--- src/rtl/wash_if.sv ---
// Handshake bundle between the program-setting/display logic and the wash sequencer.
// The master side issues commands and the descriptor; the slave side reports status and actuator drives.
interface wash_if;
    logic        start;
    logic        pause;
    logic        tick;
    logic [25:0] sourceData;
    logic [25:0] outData;
    logic [2:0]  phase;
    logic [3:0]  phaseRemain;
    logic [6:0]  totalRemain;
    logic        busy;
    logic        done;
    logic        waterValve;
    logic        motorSlow;
    logic        motorFast;
    logic        drainValve;

    modport master (
        output start, pause, tick, sourceData,
        input  outData, phase, phaseRemain, totalRemain, busy, done,
               waterValve, motorSlow, motorFast, drainValve
    );

    modport slave (
        input  start, pause, tick, sourceData,
        output outData, phase, phaseRemain, totalRemain, busy, done,
               waterValve, motorSlow, motorFast, drainValve
    );
endinterface

--- src/rtl/wash_sequencer.sv ---
// Walks the eight phase fields of a packed 26-bit wash program, counting each down on 1 Hz ticks
// and publishing the live remaining-time descriptor alongside the actuator drives.
module wash_sequencer (
    input  logic  cp,
    input  logic  rst,
    wash_if.slave bus
);

    typedef enum logic [2:0] {
        S_IDLE  = 3'd0,
        S_SEEK  = 3'd1,
        S_RUN   = 3'd2,
        S_PAUSE = 3'd3,
        S_DONE  = 3'd4
    } state_e;

    state_e      state_q, state_d;
    logic [2:0]  phase_q, phase_d;
    logic [25:0] shadow_q, shadow_d;
    logic [3:0]  cur_s;
    logic [6:0]  total_s;
    logic        water_s, slow_s, fast_s, drain_s;

    // Fields 1 and 5 are 4 bits wide; the rest are 3 bits and are zero-extended.
    function automatic logic [3:0] get_field(input logic [25:0] d, input logic [2:0] idx);
        case (idx)
            3'd0:    get_field = {1'b0, d[25:23]};
            3'd1:    get_field = d[22:19];
            3'd2:    get_field = {1'b0, d[18:16]};
            3'd3:    get_field = {1'b0, d[15:13]};
            3'd4:    get_field = {1'b0, d[12:10]};
            3'd5:    get_field = d[9:6];
            3'd6:    get_field = {1'b0, d[5:3]};
            3'd7:    get_field = {1'b0, d[2:0]};
            default: get_field = 4'd0;
        endcase
    endfunction

    function automatic logic [25:0] set_field(input logic [25:0] d, input logic [2:0] idx,
                                              input logic [3:0] v);
        logic [25:0] r;
        r = d;
        case (idx)
            3'd0:    r[25:23] = v[2:0];
            3'd1:    r[22:19] = v;
            3'd2:    r[18:16] = v[2:0];
            3'd3:    r[15:13] = v[2:0];
            3'd4:    r[12:10] = v[2:0];
            3'd5:    r[9:6]   = v;
            3'd6:    r[5:3]   = v[2:0];
            3'd7:    r[2:0]   = v[2:0];
            default: r = d;
        endcase
        return r;
    endfunction

    assign cur_s = get_field(shadow_q, phase_q);

    // State, phase index and shadow descriptor registers.
    always_ff @(posedge cp) begin
        if (rst) begin
            state_q  <= S_IDLE;
            phase_q  <= 3'd0;
            shadow_q <= 26'd0;
        end else begin
            state_q  <= state_d;
            phase_q  <= phase_d;
            shadow_q <= shadow_d;
        end
    end

    // Next-state, phase advance and countdown of the active field.
    always_comb begin
        state_d  = state_q;
        phase_d  = phase_q;
        shadow_d = shadow_q;
        case (state_q)
            S_IDLE: begin
                if (bus.start) begin
                    shadow_d = bus.sourceData;
                    phase_d  = 3'd0;
                    state_d  = S_SEEK;
                end else begin
                    state_d = S_IDLE;
                end
            end
            S_SEEK: begin
                if (cur_s != 4'd0) begin
                    state_d = S_RUN;
                end else if (phase_q == 3'd7) begin
                    state_d = S_DONE;
                end else begin
                    phase_d = phase_q + 3'd1;
                end
            end
            S_RUN: begin
                // Pause wins over a coincident tick, so that tick is lost.
                if (bus.pause) begin
                    state_d = S_PAUSE;
                end else if (bus.tick && (cur_s != 4'd0)) begin
                    shadow_d = set_field(shadow_q, phase_q, cur_s - 4'd1);
                    if (cur_s == 4'd1) begin
                        if (phase_q == 3'd7) begin
                            state_d = S_DONE;
                        end else begin
                            phase_d = phase_q + 3'd1;
                            state_d = S_SEEK;
                        end
                    end else begin
                        state_d = S_RUN;
                    end
                end else begin
                    state_d = S_RUN;
                end
            end
            S_PAUSE: begin
                if (!bus.pause) begin
                    state_d = S_RUN;
                end else begin
                    state_d = S_PAUSE;
                end
            end
            S_DONE:  state_d = S_IDLE;
            default: state_d = S_IDLE;
        endcase
    end

    // Status and actuator decode from registered state only.
    always_comb begin
        water_s = 1'b0;
        slow_s  = 1'b0;
        fast_s  = 1'b0;
        drain_s = 1'b0;
        total_s = 7'd0;
        for (int i = 0; i < 8; i++) begin
            total_s = total_s + {3'd0, get_field(shadow_q, 3'(i))};
        end
        if (state_q == S_RUN) begin
            case (phase_q)
                3'd0, 3'd4: water_s = 1'b1;
                3'd1, 3'd5: slow_s  = 1'b1;
                3'd2, 3'd6: drain_s = 1'b1;
                3'd3, 3'd7: begin
                    fast_s  = 1'b1;
                    drain_s = 1'b1;
                end
                default: water_s = 1'b0;
            endcase
        end else begin
            water_s = 1'b0;
        end
    end

    assign bus.outData     = shadow_q;
    assign bus.phase       = phase_q;
    assign bus.phaseRemain = cur_s;
    assign bus.totalRemain = total_s;
    assign bus.busy        = (state_q != S_IDLE);
    assign bus.done        = (state_q == S_DONE);
    assign bus.waterValve  = water_s;
    assign bus.motorSlow   = slow_s;
    assign bus.motorFast   = fast_s;
    assign bus.drainValve  = drain_s;

endmodule

--- src/flat_wrapper.sv ---
// flat-port wrapper written by rule: the top's interface ports become plain ports
module wash_sequencer_flat 
  (cp, rst, bus_start, bus_pause, bus_tick, bus_sourceData, bus_outData, bus_phase, bus_phaseRemain, bus_totalRemain, bus_busy, bus_done, bus_waterValve, bus_motorSlow, bus_motorFast, bus_drainValve);
  wash_if bus_i ();
  input  logic cp;
  input  logic rst;
  input wire logic [$bits(bus_i.start)-1:0] bus_start;
  input wire logic [$bits(bus_i.pause)-1:0] bus_pause;
  input wire logic [$bits(bus_i.tick)-1:0] bus_tick;
  input wire logic [$bits(bus_i.sourceData)-1:0] bus_sourceData;
  output wire logic [$bits(bus_i.outData)-1:0] bus_outData;
  output wire logic [$bits(bus_i.phase)-1:0] bus_phase;
  output wire logic [$bits(bus_i.phaseRemain)-1:0] bus_phaseRemain;
  output wire logic [$bits(bus_i.totalRemain)-1:0] bus_totalRemain;
  output wire logic [$bits(bus_i.busy)-1:0] bus_busy;
  output wire logic [$bits(bus_i.done)-1:0] bus_done;
  output wire logic [$bits(bus_i.waterValve)-1:0] bus_waterValve;
  output wire logic [$bits(bus_i.motorSlow)-1:0] bus_motorSlow;
  output wire logic [$bits(bus_i.motorFast)-1:0] bus_motorFast;
  output wire logic [$bits(bus_i.drainValve)-1:0] bus_drainValve;
  assign bus_i.start = bus_start;
  assign bus_i.pause = bus_pause;
  assign bus_i.tick = bus_tick;
  assign bus_i.sourceData = bus_sourceData;
  assign bus_outData = bus_i.outData;
  assign bus_phase = bus_i.phase;
  assign bus_phaseRemain = bus_i.phaseRemain;
  assign bus_totalRemain = bus_i.totalRemain;
  assign bus_busy = bus_i.busy;
  assign bus_done = bus_i.done;
  assign bus_waterValve = bus_i.waterValve;
  assign bus_motorSlow = bus_i.motorSlow;
  assign bus_motorFast = bus_i.motorFast;
  assign bus_drainValve = bus_i.drainValve;
  wash_sequencer u_core (.cp(cp), .rst(rst), .bus(bus_i));
endmodule
--- config.mk ---
export PLATFORM = sky130hd
export DESIGN_NAME = wash_sequencer_flat
export DESIGN_NICKNAME = d
export VERILOG_FILES = /design/src/rtl/wash_if.sv /design/src/rtl/wash_sequencer.sv /design/src/flat_wrapper.sv
export SDC_FILE = /design/constraint.sdc
export NUM_CORES = 1
export LEC_CHECK = 0
export BUFFER_PORTS_ARGS = -buffer_cell sky130_fd_sc_hd__buf_2
export CORE_UTILIZATION = 45
export DETAILED_ROUTE_END_ITERATION = 8
export GPL_ROUTABILITY_DRIVEN = 1
export HOLD_SLACK_MARGIN = 0.02
export PLACE_DENSITY = 0.73
export SLEW_MARGIN = 30
export SYNTH_ARGS = -nofsm -noshare
export SYNTH_HDL_FRONTEND = slang
export SYNTH_SLANG_ARGS = --single-unit
--- constraint.sdc ---
create_clock -name cp -period 5.19 [get_ports cp]
set_input_delay 1.038 -clock cp [delete_from_list [all_inputs] [get_ports cp]]
set_output_delay 1.038 -clock cp [all_outputs]
set_load 0.1 [all_outputs]
Word-level counts from Yosys, hierarchy flattened --
Index checks and enable logic that the tools add are counted.
Storage, ports and cells: bits in registers 32, latch bits 0, memory bits (writable) 0, memory bits (read-only) 0, input port bits 31, memories kept 0
Cells by class: add/subtract/negate cells 9, multiply operators 0, div/mod/pow operators 0, order comparisons 0, eq/ne operators 26, shift operators 0, muxes and demuxes 37, bitwise logic cells 0, reductions and logical operators 20
Operator list (count):
- 26-bit 2-to-1 mux | 3
- 3-bit 2-to-1 mux | 18
- 26-bit case mux with 2 select lines | 1
- 5-bit AND reduction | 8
- 7-bit by 3-bit adder with 7-bit output | 5
- 4-bit case mux with 8 select lines | 1
- 2-bit != test (second input constant) | 10
- 3-bit equality test (second input constant) | 5
- 3-bit by 2-bit equality test with 1-bit output (second input constant) | 4
- 3-bit case mux with 4 select lines | 1
- 1-bit 2-to-1 mux | 10
- 3-bit case mux with 3 select lines | 1
- 4-bit 2-to-1 mux | 2
- 7-bit by 4-bit adder with 7-bit output | 1
- 3-bit by 1-bit equality test with 1-bit output (second input constant) | 2
- 3-bit zero test | 2
- 2-bit by 1-bit != test with 1-bit output (second input constant) | 3
- 6-bit AND reduction | 1
- 3-bit nonzero test | 2
- 2-bit OR reduction | 3
- 3-bit by 4-bit adder with 5-bit output | 1
- 4-bit by 1-bit equality test with 1-bit output (second input constant) | 1
- 4-bit nonzero test | 1
- 4-bit OR reduction | 1
- 5 further kinds | 5

Longest topological paths before layout --
word-level depth 7, depth in mapped cells 15

Worst setup path after synthesis --
OpenSTA, ideal clock, no wires.
path type register to output, start point reg u_core.shadow_q[23], in the netlist u_core.bus.outData[23], end point out bus_totalRemain[6], arrival 6.036 ns, required time 4.152 ns, setup slack -1.884 ns, stages on the path, launching flop included 15, path buffers 0, cells stage by stage dfxtp_1 -> ha_1 -> fa_1 -> fa_1 -> inv_1 -> fa_1 -> fa_1 -> fa_1 -> inv_1 -> ha_1 -> a21o_1 -> a21oi_1 -> o21bai_1 -> a21oi_1 -> xnor2_1
Between the ends: word-level cells in the longest chain between the ends 7
RTL lines:
- start, declared | RTL line wash_sequencer.sv:19 | logic [25:0] shadow_q, shadow_d;
- start signal, assigned | RTL line wash_sequencer.sv:68 | shadow_q <= shadow_d;
- 3-bit by 4-bit adder with 5-bit output | RTL line wash_sequencer.sv:136 | total_s = total_s + {3'd0, get_field(shadow_q, 3'(i))};
- 7-bit by 3-bit adder with 7-bit output (3 in series) | RTL line wash_sequencer.sv:136
- 7-bit by 4-bit adder with 7-bit output | RTL line wash_sequencer.sv:136
- 7-bit by 3-bit adder with 7-bit output (2 in series) | RTL line wash_sequencer.sv:136
- end, declared | RTL line flat_wrapper.sv:14 | output wire logic [$bits(bus_i.totalRemain)-1:0] bus_totalRemain;
No other way between the ends.

Final worst setup path --
start point reg u_core.shadow_q[23], in the netlist u_core.bus.outData[23], end point out bus_totalRemain[5]
The elaborated chain is that of the path after synthesis.

==> metrics.txt <==
First-pass DRT Iterations=5; critical-path cell list=ha_4, fa_2, xor2_1, fa_1, inv_2, fa_1, fa_1, fa_1, inv_2, buf_6, fa_2, a21oi_2, nor2_1, nor2_2, xnor2_4, buf_12; TritonCTS clock tree=done; Worst Skew=between 0.004 and 0.005 ns; status=finished, violations left; DR iter-0 viols=roughly 230; cts hold-fix bufs=0; top post-synthesis cells by area=dfxtp_1 22%, ha_1 12%, fa_1 10%; Netlist cell types=approximately 70; CTS Buffer Depth=2; ys async rst share=0; EDFF count, synth=0; layout cells sized above 1=0.3648; Synth top area share=0.2225; f_max=179.0 MHz; Max Cap Viol=0; PortBufs=76; vias in the first global route=~2,800; crit-path leading delay family=adder cells; Ys Warns=0; first-pass GRT wire length=13,480 microns; fin util=0.6086; Max-slew headroom=0.4514; final WL=about 8600 microns; dpl hpwl=roughly 6500 microns; most frequent CP cell=fa_1; worst hold endpoint=u_core.bus.outData[3]$_SDFFE_PP0P_; crit-path max FO=2; Nets=475; synthesized netlist cell count=~320; GRT Overall Usage=0.2726; Main synth FF type=dfxtp_1; Hold Crit Class=flop to flop; Worst EP required=~4.2 ns; vias per cell=6.065; register area share after synthesis=0.2225; Worst-Margin Slew=roughly 0.82 ns; syn_nets=approximately 400; fin worst setup slack=-0.3973 ns; FF-to-FF End=u_core.bus.outData[15]$_SDFFE_PP0P_; Hold WS=0.5055 ns; Cell Area, Placed=~3600 sq um; CP peak stage delay=about 0.50 ns; H-tree lvl count=2; GPL Wtd Cong=between 0.8 and 0.9; nature of the critical path endpoint=output port; synthesized area per cell=slightly below 9 sq um; worst r2r src=u_core.bus.phase[1]$_SDFFE_PP0P_; Final ANT Viol Nets=0; Fin. Hold Viols=0; CP Data Arrival Time=~4.6 ns; Setup CP Type=flop to output port; Slowest-stage cell, CP=fa_1; leading area contributor after synthesis=dfxtp_1; Slew Viols, Final=0; GR Overflow Total=0; CORE AREA=about 6100 sq um; root buffer cell=clkbuf_8; drt drc=0; RSZ-0062 raised after global routing=true; Worst setup SP type=flop; CTS Buf Count=5; period utilization=1.077; routed via count=~2,900; failing checks=setup timing; Reg2Reg Depth=11; R2R Setup Slk=roughly 1.4 ns; DR WL/cell=17.97 microns; initial core utilization=0.4750; largest net degree at the start of global routing=28; die height=around 80 microns; Num Clock Sinks=32; Chip Width=roughly 80 microns; Diodes inserted=0; Hold Startpoint=u_core.bus.outData[3]$_SDFFE_PP0P_; CP Depth=16; Clock transition at path regs=0.07 ns; most common cell in the netlist=inv_1; Syn Std Cell Area=2879 sq um; crit path buf inv count=4; final instance area=approximately 3700 sq um; I/O pins=77; min cycle time layout=5.587 ns; Seq cells post-synth=32; num rows=28; endpoints failing setup=5; die area=roughly 6700 sq um; hold path depth=2; synth cell count leaders=34 x inv_1, 32 x dfxtp_1, 31 x a21oi_1; Clk Latency, worst-skew pair=~0.30 ns; initial antenna violation count=0; Layout area overhead=28.12%
[state kept, by name, indices dropped and copies added, names as in the netlist]
register / count
u_core.bus.outData: 26
u_core.bus.phase: 3
u_core.state_q: 3
[worst max path at each step]
stage,startpoint,endpoint,slack (ns)
finish,u_core.bus.outData[23]$_SDFFE_PP0P_,bus_totalRemain[5],-0.40
global route,u_core.bus.outData[23]$_SDFFE_PP0P_,bus_totalRemain[5],-0.56
CTS,u_core.bus.outData[23]$_SDFFE_PP0P_,bus_totalRemain[6],-0.42
detailed placement,u_core.bus.outData[23]$_SDFFE_PP0P_,bus_totalRemain[6],-0.16
global placement,u_core.bus.outData[23]$_SDFFE_PP0P_,bus_totalRemain[6],-0.12
floorplan,u_core.bus.outData[23]$_SDFFE_PP0P_,bus_totalRemain[6],-0.35
[cell type report]
type,count,area [sq um]
multi-input combinational,239,2152
fill,540,2372
clock buffer,6,72.57
inverter,35,131.4
timing repair buffer,89,564.3
clock inverter,2,11.26
sequential,32,663.1
tap,75,93.84
[cells by family (layout without fill, tap and decap cells)]
group	after synthesis	after routing	synth area share
AOI/OAI and AO/OA	110	110	0.2838
xor gates and xnor gates	8	8	0.02695
adders and majority gates	42	42	0.2216
buffers and inverters	53	132	0.07648
DFF	32	32	0.2225
muxes	6	6	0.02477
and+or+nand+nor	73	73	0.1439
[layout by cell type (no fill, tap or decap), types with 3 or more instances in the layout]
master,n
o211ai_1,3
fa_2,4
a21o_1,6
nor2_1,13
inv_1,32
nor2_2,3
clkbuf_8,5
or2_1,3
a21oi_1,28
and3_1,4
nand2_1,19
nand3_1,5
buf_12,5
o21ai_0,11
a2111oi_0,4
a21oi_2,4
ha_1,24
mux2i_1,3
a41oi_2,3
a211oi_1,12
fa_1,11
o31ai_1,5
inv_2,3
dfxtp_1,26
xnor2_4,3
dfxtp_4,6
buf_2,71
o2111ai_1,4
buf_4,10
nor3_1,5
or3_1,3
buf_6,3
a22oi_1,8
[through the flow]
step / setup TNS, ns / worst slack, ns / std cells
floorplan: -0.6796 / -0.3493 / 324
global placement: -0.1458 / -0.1190 / 468
detailed placement: -0.2078 / -0.1613 / 468
CTS: -1.473 / -0.4184 / 479
global route: -1.788 / -0.5560 / 478
finish: -1.129 / -0.3973 / 478
[repair_timing]
| action | CTS | global route |
|---|---|---|
| setup endpoints to repair | 5 | 5 |
| resized for setup | 5 | 3 |
| buffers inserted | 4 | 1 |
| pin swaps | 12 | 7 |
| cloned | 0 | 0 |
[worst reg2reg max path, stage by stage, from the launching register on]
cell      delay [ns]
dfxtp_1         0.43
inv_1           0.13
ha_1            0.56
or2b_1          0.28
a32o_2          0.29
o22ai_4         0.20
ha_1            0.35
a21boi_1        0.15
and2_2          0.27
a21oi_2         0.59
a21oi_2         0.14
a211oi_1        0.35
[routing by layer]
layer	part of all wire	vias to the layer above	global-route usage
li1	-	1339	-
met1	0.43	1355	0.3670
met2	0.45	181	0.4314
met3	0.095	24	0.04000
met4	0.025	0	0.1175
met5	0	-	0
Power is left out: the tool's default activity adds up to more than one toggle a clock period on the data nets, which glitch-free logic cannot reach.
